==> config.mk <==
export PLATFORM = sky130hd
export DESIGN_NAME = foo_pipeline_arbiter_flat
export DESIGN_NICKNAME = d
export VERILOG_FILES = /design/src/rtl/foo_pipeline_arbiter_if.sv /design/src/rtl/foo_pipeline_arbiter.sv /design/src/flat_wrapper.sv
export SDC_FILE = /design/constraint.sdc
export NUM_CORES = 1
export LEC_CHECK = 0
export CORE_MARGIN = 3
export CORE_UTILIZATION = 24
export DETAILED_ROUTE_END_ITERATION = 6
export GPL_TIMING_DRIVEN = 0
export PLACE_DENSITY = 0.82
export SLEW_MARGIN = 20
export SYNTH_ARGS = -nofsm -noshare
export SYNTH_HDL_FRONTEND = slang
export SYNTH_SLANG_ARGS = --single-unit
==> constraint.sdc <==
create_clock -name clk -period 1.7 [get_ports clk]
set_input_delay 0.34 -clock clk [delete_from_list [all_inputs] [get_ports clk]]
set_output_delay 0.34 -clock clk [all_outputs]
set_load 0.01 [all_outputs]
==> src/rtl/foo_pipeline_arbiter_if.sv <==
// Requester-side bus of foo_pipeline_arbiter: per-requester request handshake plus broadcast result.
// master = requester side, slave = arbiter side.
interface foo_pipeline_arbiter_if #(
    parameter int unsigned NUM_REQ = 4,
    parameter int unsigned DATA_W  = 32
);
    logic [NUM_REQ-1:0]        req_valid;
    logic [NUM_REQ-1:0]        req_ready;
    logic [NUM_REQ*DATA_W-1:0] req_data;
    logic [NUM_REQ-1:0]        resp_valid;
    logic [DATA_W-1:0]         resp_data;

    modport master (
        output req_valid,
        output req_data,
        input  req_ready,
        input  resp_valid,
        input  resp_data
    );

    modport slave (
        input  req_valid,
        input  req_data,
        output req_ready,
        output resp_valid,
        output resp_data
    );
endinterface

==> src/rtl/foo_pipeline_arbiter.sv <==
// Round-robin sharing of one no-stall foo pipeline between NUM_REQ requesters, with tag tracking and drain FSM.
// Optional per-requester grant counters when FOO_PIPELINE_ARBITER_STATS_EN is defined.
module foo_pipeline_arbiter #(
    parameter int unsigned NUM_REQ  = 4,
    parameter int unsigned DATA_W   = 32,
    parameter int unsigned PIPE_LAT = 1
) (
    input  logic                     clk,
    input  logic                     rst,
    input  logic                     enable_i,
    foo_pipeline_arbiter_if.slave    req_if,
    output logic [DATA_W-1:0]        pipe_x_o,
    output logic                     pipe_input_valid_o,
    input  logic [DATA_W-1:0]        pipe_out_i,
    input  logic                     pipe_output_valid_i,
    output logic                     busy_o,
    output logic                     tag_err_o
`ifdef FOO_PIPELINE_ARBITER_STATS_EN
    ,
    output logic [NUM_REQ*16-1:0]    grant_count_o
`endif
);
    localparam int unsigned ID_W  = $clog2(NUM_REQ);
    localparam int unsigned CNT_W = $clog2(PIPE_LAT + 1);

    localparam logic [1:0] IDLE  = 2'd0;
    localparam logic [1:0] RUN   = 2'd1;
    localparam logic [1:0] DRAIN = 2'd2;

    typedef struct packed {
        logic            vld;
        logic [ID_W-1:0] id;
    } tag_t;

    logic [1:0]                state_q, state_d;
    logic [ID_W-1:0]           ptr_q, ptr_d;
    tag_t [PIPE_LAT-1:0]       tag_q, tag_d;
    logic [CNT_W-1:0]          inflight_q, inflight_d;
    logic                      tag_err_q, tag_err_d;

    logic                      found;
    logic [ID_W-1:0]           gnt_id;
    logic                      transfer;
    int unsigned               idx;
    tag_t                      exit_tag;
    logic                      resp_fire;
    logic [NUM_REQ-1:0]        req_ready;

    // Round-robin search starting at ptr_q, wrapping modulo NUM_REQ.
    always_comb begin
        found  = 1'b0;
        gnt_id = '0;
        idx    = 0;
        for (int unsigned k = 0; k < NUM_REQ; k++) begin
            idx = 32'(ptr_q) + k;
            if (idx >= NUM_REQ) begin
                idx = idx - NUM_REQ;
            end
            if (!found && req_if.req_valid[ID_W'(idx)]) begin
                found  = 1'b1;
                gnt_id = ID_W'(idx);
            end
        end
    end

    assign transfer  = (state_q == RUN) && found;
    assign req_ready = transfer ? (NUM_REQ'(1) << gnt_id) : '0;
    assign req_if.req_ready = req_ready;

    assign pipe_input_valid_o = transfer;
    assign pipe_x_o           = transfer ? req_if.req_data[gnt_id*DATA_W +: DATA_W] : '0;

    // Results are steered by the tag that left the pipe alongside them.
    assign exit_tag  = tag_q[PIPE_LAT-1];
    assign resp_fire = exit_tag.vld && pipe_output_valid_i;
    assign req_if.resp_valid = resp_fire ? (NUM_REQ'(1) << exit_tag.id) : '0;
    assign req_if.resp_data  = resp_fire ? pipe_out_i : '0;

    assign busy_o    = (state_q != IDLE);
    assign tag_err_o = tag_err_q;

    always_comb begin
        ptr_d      = ptr_q;
        tag_d      = tag_q;
        inflight_d = inflight_q;
        tag_err_d  = tag_err_q | (exit_tag.vld != pipe_output_valid_i);
        if (transfer) begin
            ptr_d = (gnt_id == ID_W'(NUM_REQ - 1)) ? '0 : gnt_id + ID_W'(1);
        end
        tag_d[0].vld = transfer;
        tag_d[0].id  = gnt_id;
        for (int unsigned i = 1; i < PIPE_LAT; i++) begin
            tag_d[i] = tag_q[i-1];
        end
        if (transfer && !exit_tag.vld) begin
            inflight_d = inflight_q + CNT_W'(1);
        end else if (!transfer && exit_tag.vld) begin
            inflight_d = inflight_q - CNT_W'(1);
        end
    end

    // A grant issued in the cycle enable drops still counts as in flight.
    always_comb begin
        state_d = state_q;
        case (state_q)
            IDLE: begin
                if (enable_i) begin
                    state_d = RUN;
                end
            end
            RUN: begin
                if (!enable_i) begin
                    state_d = ((inflight_q != '0) || transfer) ? DRAIN : IDLE;
                end
            end
            DRAIN: begin
                if (inflight_q == '0) begin
                    state_d = IDLE;
                end
            end
            default: state_d = IDLE;
        endcase
    end

    always_ff @(posedge clk or posedge rst) begin
        if (rst) begin
            state_q    <= IDLE;
            ptr_q      <= '0;
            tag_q      <= '0;
            inflight_q <= '0;
            tag_err_q  <= 1'b0;
        end else begin
            state_q    <= state_d;
            ptr_q      <= ptr_d;
            tag_q      <= tag_d;
            inflight_q <= inflight_d;
            tag_err_q  <= tag_err_d;
        end
    end

    ap_no_overflow: assert property (@(posedge clk) disable iff (rst)
        !(transfer && !exit_tag.vld && (inflight_q == CNT_W'(PIPE_LAT))));
    ap_no_underflow: assert property (@(posedge clk) disable iff (rst)
        !(exit_tag.vld && !transfer && (inflight_q == '0)));

`ifdef FOO_PIPELINE_ARBITER_STATS_EN
    logic [NUM_REQ-1:0][15:0] gcnt_q, gcnt_d;

    // Saturating per-requester grant counters.
    always_comb begin
        gcnt_d = gcnt_q;
        for (int unsigned i = 0; i < NUM_REQ; i++) begin
            if (req_ready[i] && req_if.req_valid[i] && (gcnt_q[i] != 16'hFFFF)) begin
                gcnt_d[i] = gcnt_q[i] + 16'd1;
            end
        end
    end

    always_ff @(posedge clk or posedge rst) begin
        if (rst) begin
            gcnt_q <= '0;
        end else begin
            gcnt_q <= gcnt_d;
        end
    end

    assign grant_count_o = gcnt_q;
`endif

endmodule

==> src/flat_wrapper.sv <==
// flat-port wrapper written by rule: the top's interface ports become plain ports
module foo_pipeline_arbiter_flat 
#(
    parameter int unsigned NUM_REQ  = 4,
    parameter int unsigned DATA_W   = 32,
    parameter int unsigned PIPE_LAT = 1
)
  (clk, rst, enable_i, pipe_x_o, pipe_input_valid_o, pipe_out_i, pipe_output_valid_i, busy_o, tag_err_o, req_if_req_valid, req_if_req_data, req_if_req_ready, req_if_resp_valid, req_if_resp_data);
  foo_pipeline_arbiter_if #(.NUM_REQ(NUM_REQ), .DATA_W(DATA_W)) req_if_i ();
  input  logic clk;
  input  logic rst;
  input  logic enable_i;
  output logic [DATA_W-1:0] pipe_x_o;
  output logic pipe_input_valid_o;
  input  logic [DATA_W-1:0] pipe_out_i;
  input  logic pipe_output_valid_i;
  output logic busy_o;
  output logic tag_err_o;
  input wire logic [$bits(req_if_i.req_valid)-1:0] req_if_req_valid;
  input wire logic [$bits(req_if_i.req_data)-1:0] req_if_req_data;
  output wire logic [$bits(req_if_i.req_ready)-1:0] req_if_req_ready;
  output wire logic [$bits(req_if_i.resp_valid)-1:0] req_if_resp_valid;
  output wire logic [$bits(req_if_i.resp_data)-1:0] req_if_resp_data;
  assign req_if_i.req_valid = req_if_req_valid;
  assign req_if_i.req_data = req_if_req_data;
  assign req_if_req_ready = req_if_i.req_ready;
  assign req_if_resp_valid = req_if_i.resp_valid;
  assign req_if_resp_data = req_if_i.resp_data;
  foo_pipeline_arbiter #(.NUM_REQ(NUM_REQ), .DATA_W(DATA_W), .PIPE_LAT(PIPE_LAT)) u_core (.clk(clk), .rst(rst), .enable_i(enable_i), .req_if(req_if_i), .pipe_x_o(pipe_x_o), .pipe_input_valid_o(pipe_input_valid_o), .pipe_out_i(pipe_out_i), .pipe_output_valid_i(pipe_output_valid_i), .busy_o(busy_o), .tag_err_o(tag_err_o));
endmodule
# Yosys cells after proc, flatten, opt, wreduce, memory -nomap -nowiden
# Cells that the tools add are included.
dict set report word_totals {
  reg_bits 9
  inputBits 168
  out_inout_bits 75
  word_cells 84
}
dict set report op_classes {
  n_addsub 10
  magnitude_cmp 8
  eq_ne 7
  shifts 3
  mux 32
  n_bitwise 1
  n_reduce_logical 17
}
# op count
set ops {}
lappend ops {{$shiftx A128 B8 Y32} 1}
lappend ops {{$mux W32} 2}
lappend ops {{$mux W2} 13}
lappend ops {{$lt A2 B3 Y1 const B} 4}
lappend ops {{$mux W1} 10}
lappend ops {{$ge A3 B3 Y1 const B} 3}
lappend ops {{$bmux W1 S2} 4}
lappend ops {{$mux W4} 2}
lappend ops {{$shl A1 B2 Y4 const A} 2}
lappend ops {{$sub A2 B1 Y2 const B} 4}
lappend ops {{$logic_and A1 B1 Y1} 7}
lappend ops {{$add A2 B2 Y3 const B} 2}
lappend ops {{$ne A2 B2 Y1 const B} 3}
lappend ops {{$pmux W2 S3} 1}
lappend ops {{$logic_not A1 Y1} 5}
lappend ops {{$eq A2 B2 Y1 const B} 2}
lappend ops {{$reduce_bool A2 Y1} 2}
lappend ops {{$add A2 B1 Y3 const B} 1}
lappend ops {{$ge A2 B3 Y1 const B} 1}
lappend ops {{$reduce_and A3 Y1} 1}
lappend ops {{$add A2 B1 Y2 const B} 1}
lappend ops {{$eq A2 B1 Y1 const B} 1}
lappend ops {{$logic_not A2 Y1} 1}
lappend ops {{$add A1 B1 Y1 const B} 1}
lappend ops {{4 further kinds} 4}

# Depth between registers and ports, before layout
dict set report logic_depth {
  depth_word 19
  ltp_mapped 9
  ltp_nobuf 6
}

# Least setup slack after synthesis
# No wires, ideal clock.
dict set report synth_path {
  path_kind {reg2out}
  start {register u_core.ptr_q[1]}
  end {output port req_if_req_ready[1]}
  t_arrival_ps 1573
  t_required_ps 1360
  setup_slack_ps -213
  stages_incl_launch_ff 10
  path_buffers 3
  path_cell_list {dfrtp_1 buf_2 nand2_1 nand3b_1 a2bb2oi_2 buf_4 buf_6 inv_1 ha_1 and2_1}
}
dict set report synth_between {
  elab_chain_cells 16
  word_cells_on_any_way 40
  cone_classes {7 x add/sub; 4 x order compare; 1 x shift; 21 x mux; 7 x reduce/logical}
}
# item line_no
set synth_rtl {}
lappend synth_rtl {{start: declaration} foo_pipeline_arbiter.sv:36} ;# logic [ID_W-1:0] ptr_q, ptr_d;
lappend synth_rtl {{start signal: assignment} foo_pipeline_arbiter.sv:134} ;# ptr_q <= ptr_d;
lappend synth_rtl {{parallel branches: the longest is 13 deep, another holds $add A2 B1 Y3} --}
lappend synth_rtl {{$mux W2 *} foo_pipeline_arbiter.sv:59} ;# if (!found && req_if.req_valid[ID_W'(idx)]) begin
lappend synth_rtl {{named net u_core.gnt_id[1]} foo_pipeline_arbiter.sv:42} ;# logic [ID_W-1:0] gnt_id;
lappend synth_rtl {{$shl A1 B2 Y4 *} foo_pipeline_arbiter.sv:67} ;# assign req_ready = transfer ? (NUM_REQ'(1) << gnt_id) : '0;
lappend synth_rtl {{$mux W4 *} foo_pipeline_arbiter.sv:67}
lappend synth_rtl {{end: declaration} flat_wrapper.sv:21} ;# output wire logic [$bits(req_if_i.req_ready)-1:0] req_if_req_ready;
# Mark *: on every way through the listed nets, which the timed path passes. The select of a mux whose other input is x is not followed.

# Final worst setup path
dict set report layout_path {
  start {register u_core.ptr_q[0]}
  end {output port pipe_x_o[8]}
}
dict set report layout_between {
  elab_chain_cells 16
  word_cells_on_any_way 40
  cone_classes {7 x add/sub; 4 x order compare; 1 x shift; 21 x mux; 7 x reduce/logical}
}
# item line_no
set layout_rtl {}
lappend layout_rtl {{parallel branches: the longest is 15 deep, another holds $add A2 B1 Y3} --}
lappend layout_rtl {{$mux W32 *} foo_pipeline_arbiter.sv:71} ;# assign pipe_x_o = transfer ? req_if.req_data[gnt_id*DATA_W +: DATA_W] : '0;
lappend layout_rtl {{end: declaration} flat_wrapper.sv:13} ;# output logic [DATA_W-1:0] pipe_x_o;
# Every way passes the cells marked *. The select of a mux whose other input is x is not followed.

==> reports/summary.txt <==
Post-synthesis sequential area ratio - 11.3%
Total number of vias - 2858
Worst-path clk slew - 50 ps
Clock root buffer - clkbuf_8
Total congestion overflow - 0
Fin. max-slew vios - 0
Synth cell types - 36
Yosys warns - 0
Fillers - 550
Status - finished, violations left
All-Layer GR Usage - 21.5%
LEAKAGE - 2.47 nW
Dpl ws - -1330 ps
Part of the power in the clock network - 4.5%
Initial antenna violation count - 0
Worst Path Required - 1360 ps
Met3 wire length - 760 um
Synthesis-to-finish area growth - 186%
Die area - 9410 sq um
Top Ports - 243
# DRC - 0
Number of synthesized flops with an enable pin - 0
Final period utilization - 143%
CTS tree - done
Clock sink count - 9
Core ar. - 7890 sq um
TritonRoute pass-1 iters - 4
Endpoints failing setup - 38
Count of state elements after synthesis - 9
Design Area, Final - 5690 sq um
Mapped Area - 1990 sq um
Vias in the first global route - 3145
Met2 WL - 6530 um
Psw - 2.13 mW
Worst Hold Slack - 375 ps
Final #Nets - 671
Number of cell rows - 32
Worst reg2reg setup slack - -260 ps
Die width - 97.0 um
First-pass GRT wire length - 16500 um
Placed cell area - 4580 sq um
RSZ-0062 raised after global routing - true
Die height - 97.0 um
Max frequency - 412 MHz
Clock latency on the worst-skew pair - 230 ps
Commonest non-fill, non-tap cell in the layout - clkdlybuf4s50_1
Most frequent cells in the layout - 163 x clkdlybuf4s50_1, 47 x buf_6, 40 x buf_2
H-Tree Depth - 1
Critical Path AT - 2090 ps
Share of layout cells above drive strength 1 - 52.3%
Minimum clock period - 2430 ps
Ant. Diodes - 0
Max-cap violations - 0
Relative slew margins - 76.3%
Clock Path Buffers - 2
Drt total wl - 11400 um
IO Port Bufs - 242
Post-Syn Instances - 202
CTS buffer count - 3
M1 wire length - 3950 um
Switching Share - 37.8%
Top layer reached by signal wires - met4
Synth Area per Inst - 9.84 sq um
GPL Wtd Cong - 0.810
Failing checks - setup timing
Peak supply drop - 0.000430 V
Clk_skew - 0.417 ps
Post-DRT Antenna Nets - 0
Pint - 3.51 mW
Asr flop ratio synth - 100%
Hold Path Class - primary input to async pin
Worst slew pin tran - 355 ps
DR vias/cell - 4.77
Power Density - 991 nW/um^2
Setup TNS - -24650 ps
CTS Hold Buffers Added - 0
Combinational cell fraction of total power - 89.0%
Mapped Nets - 375
Most used DFF post-synth - dfrtp_1
PnR worst setup slack - -728 ps
CP Launch Type - flop
Fin. Hold Viols - 0
Worst Path Class, Setup - flop to output port
Initial Util - 25.2%
DRT iter0 DRCs - 29
Crit path max fanout - 5
Drt wl/cell - 19.1 um
Largest net degree at the start of global routing - 11
DP HPWL - 7960 um
Worst Setup End Kind - output port
Flop pwr share - 6.5%
## synth_stat cells, types with 3 or more instances
cell,count,area [sq um]
a21oi_1,3,15.0
clkbuf_1,3,11.3
buf_4,4,30.0
nand2_1,3,11.3
and2_1,36,225
ha_1,5,62.6
mux2i_1,65,651
buf_6,5,56.3
inv_1,3,11.3
dfrtp_1,9,225
o22ai_2,30,375
buf_2,3,15.0
buf_12,3,60.1
## kinds of logic after synthesis
| family | share of synthesized area [%] |
|---|---|
| AO/OA/AOI/OAI | 23.7 |
| XOR/XNOR | 0.881 |
| adder cells (fa/ha/maj) | 3.15 |
| buffers and inverters | 9.44 |
| flip-flops | 11.3 |
| multiplexers | 33.5 |
| AND/OR/NAND/NOR | 18.1 |
## routing by layer
metal / vias to the layer above / global-route usage (%)
met5: - / 0
met4: 0 / 4.32
met3: 14 / 4.97
met2: 138 / 43.1
met1: 1359 / 22.5
li1: 1347 / -
## registers in the layout, indices dropped and copies added, names as in the netlist
name	flops
u_core.exit_tag	3
u_core.inflight_q	1
u_core.ptr_q	2
u_core.state_q	2
u_core.tag_err_o	1
## metrics by stage
step	std cells	utilization, %	power (mW)
2_1_floorplan	202	-	2.34
3_3_place_gp	546	58.1	3.64
3_5_place_dp	546	58.1	3.67
4_1_cts	596	66.4	5.03
5_1_grt	599	72.2	5.93
6_report	599	72.2	5.64
## worst max-delay path, cell delays in order (launching register included)
cell       delay, ps
dfrtp_1          400
inv_1             80
a21oi_1          190
a2bb2oi_2        230
buf_6            160
buf_6            140
buf_16           140
mux2i_4          260
o22ai_2          100
buf_2            150
## path summary, 6_finish.rpt
check | cells after the start | from | end
min in group clk | 1 | u_core.tag_err_o | u_core.tag_err_o
setup / recovery | 9 | u_core.ptr_q[0] | pipe_x_o[8]
hold reg to reg | 1 | u_core.tag_err_o | u_core.tag_err_o
hold / removal | 2 | rst | u_core.exit_tag[2]
setup reg to reg | 9 | u_core.ptr_q[0] | u_core.ptr_q[1]
max in group asynchronous | 2 | rst | u_core.state_q[1]
## final cells by class
cell class	count	area [sq um]	share of cell area [%]
timing repair buffer	292	2970	52.1
multi-input combinational	171	2000	35.1
buffer	17	303	5.32
sequential	9	225	3.96
tap	102	128	2.24
clock buffer	4	45.0	0.791
inverter	4	25.0	0.440
## power groups by stage
| stage | clock, mW | sequential [mW] | combinational, mW |
|---|---|---|---|
| after global placement | 0 | 0.348 | 3.29 |
| after floorplan | 0 | 0.337 | 2.00 |
| final | 0.253 | 0.369 | 5.02 |
| after global routing | 0.269 | 0.377 | 5.28 |
| after CTS | 0.253 | 0.359 | 4.42 |
| after detailed placement | 0 | 0.353 | 3.31 |
## what timing repair did
| action | 4_1_cts | 5_1_grt |
|---|---|---|
| pin swaps | 21 | 16 |
| cloned | 10 | 2 |
| setup buffers | 36 | 6 |
| gates resized for setup | 409 | 97 |
| setup endpoints to repair | 78 | 75 |
Power figures use the tool's default switching activity.
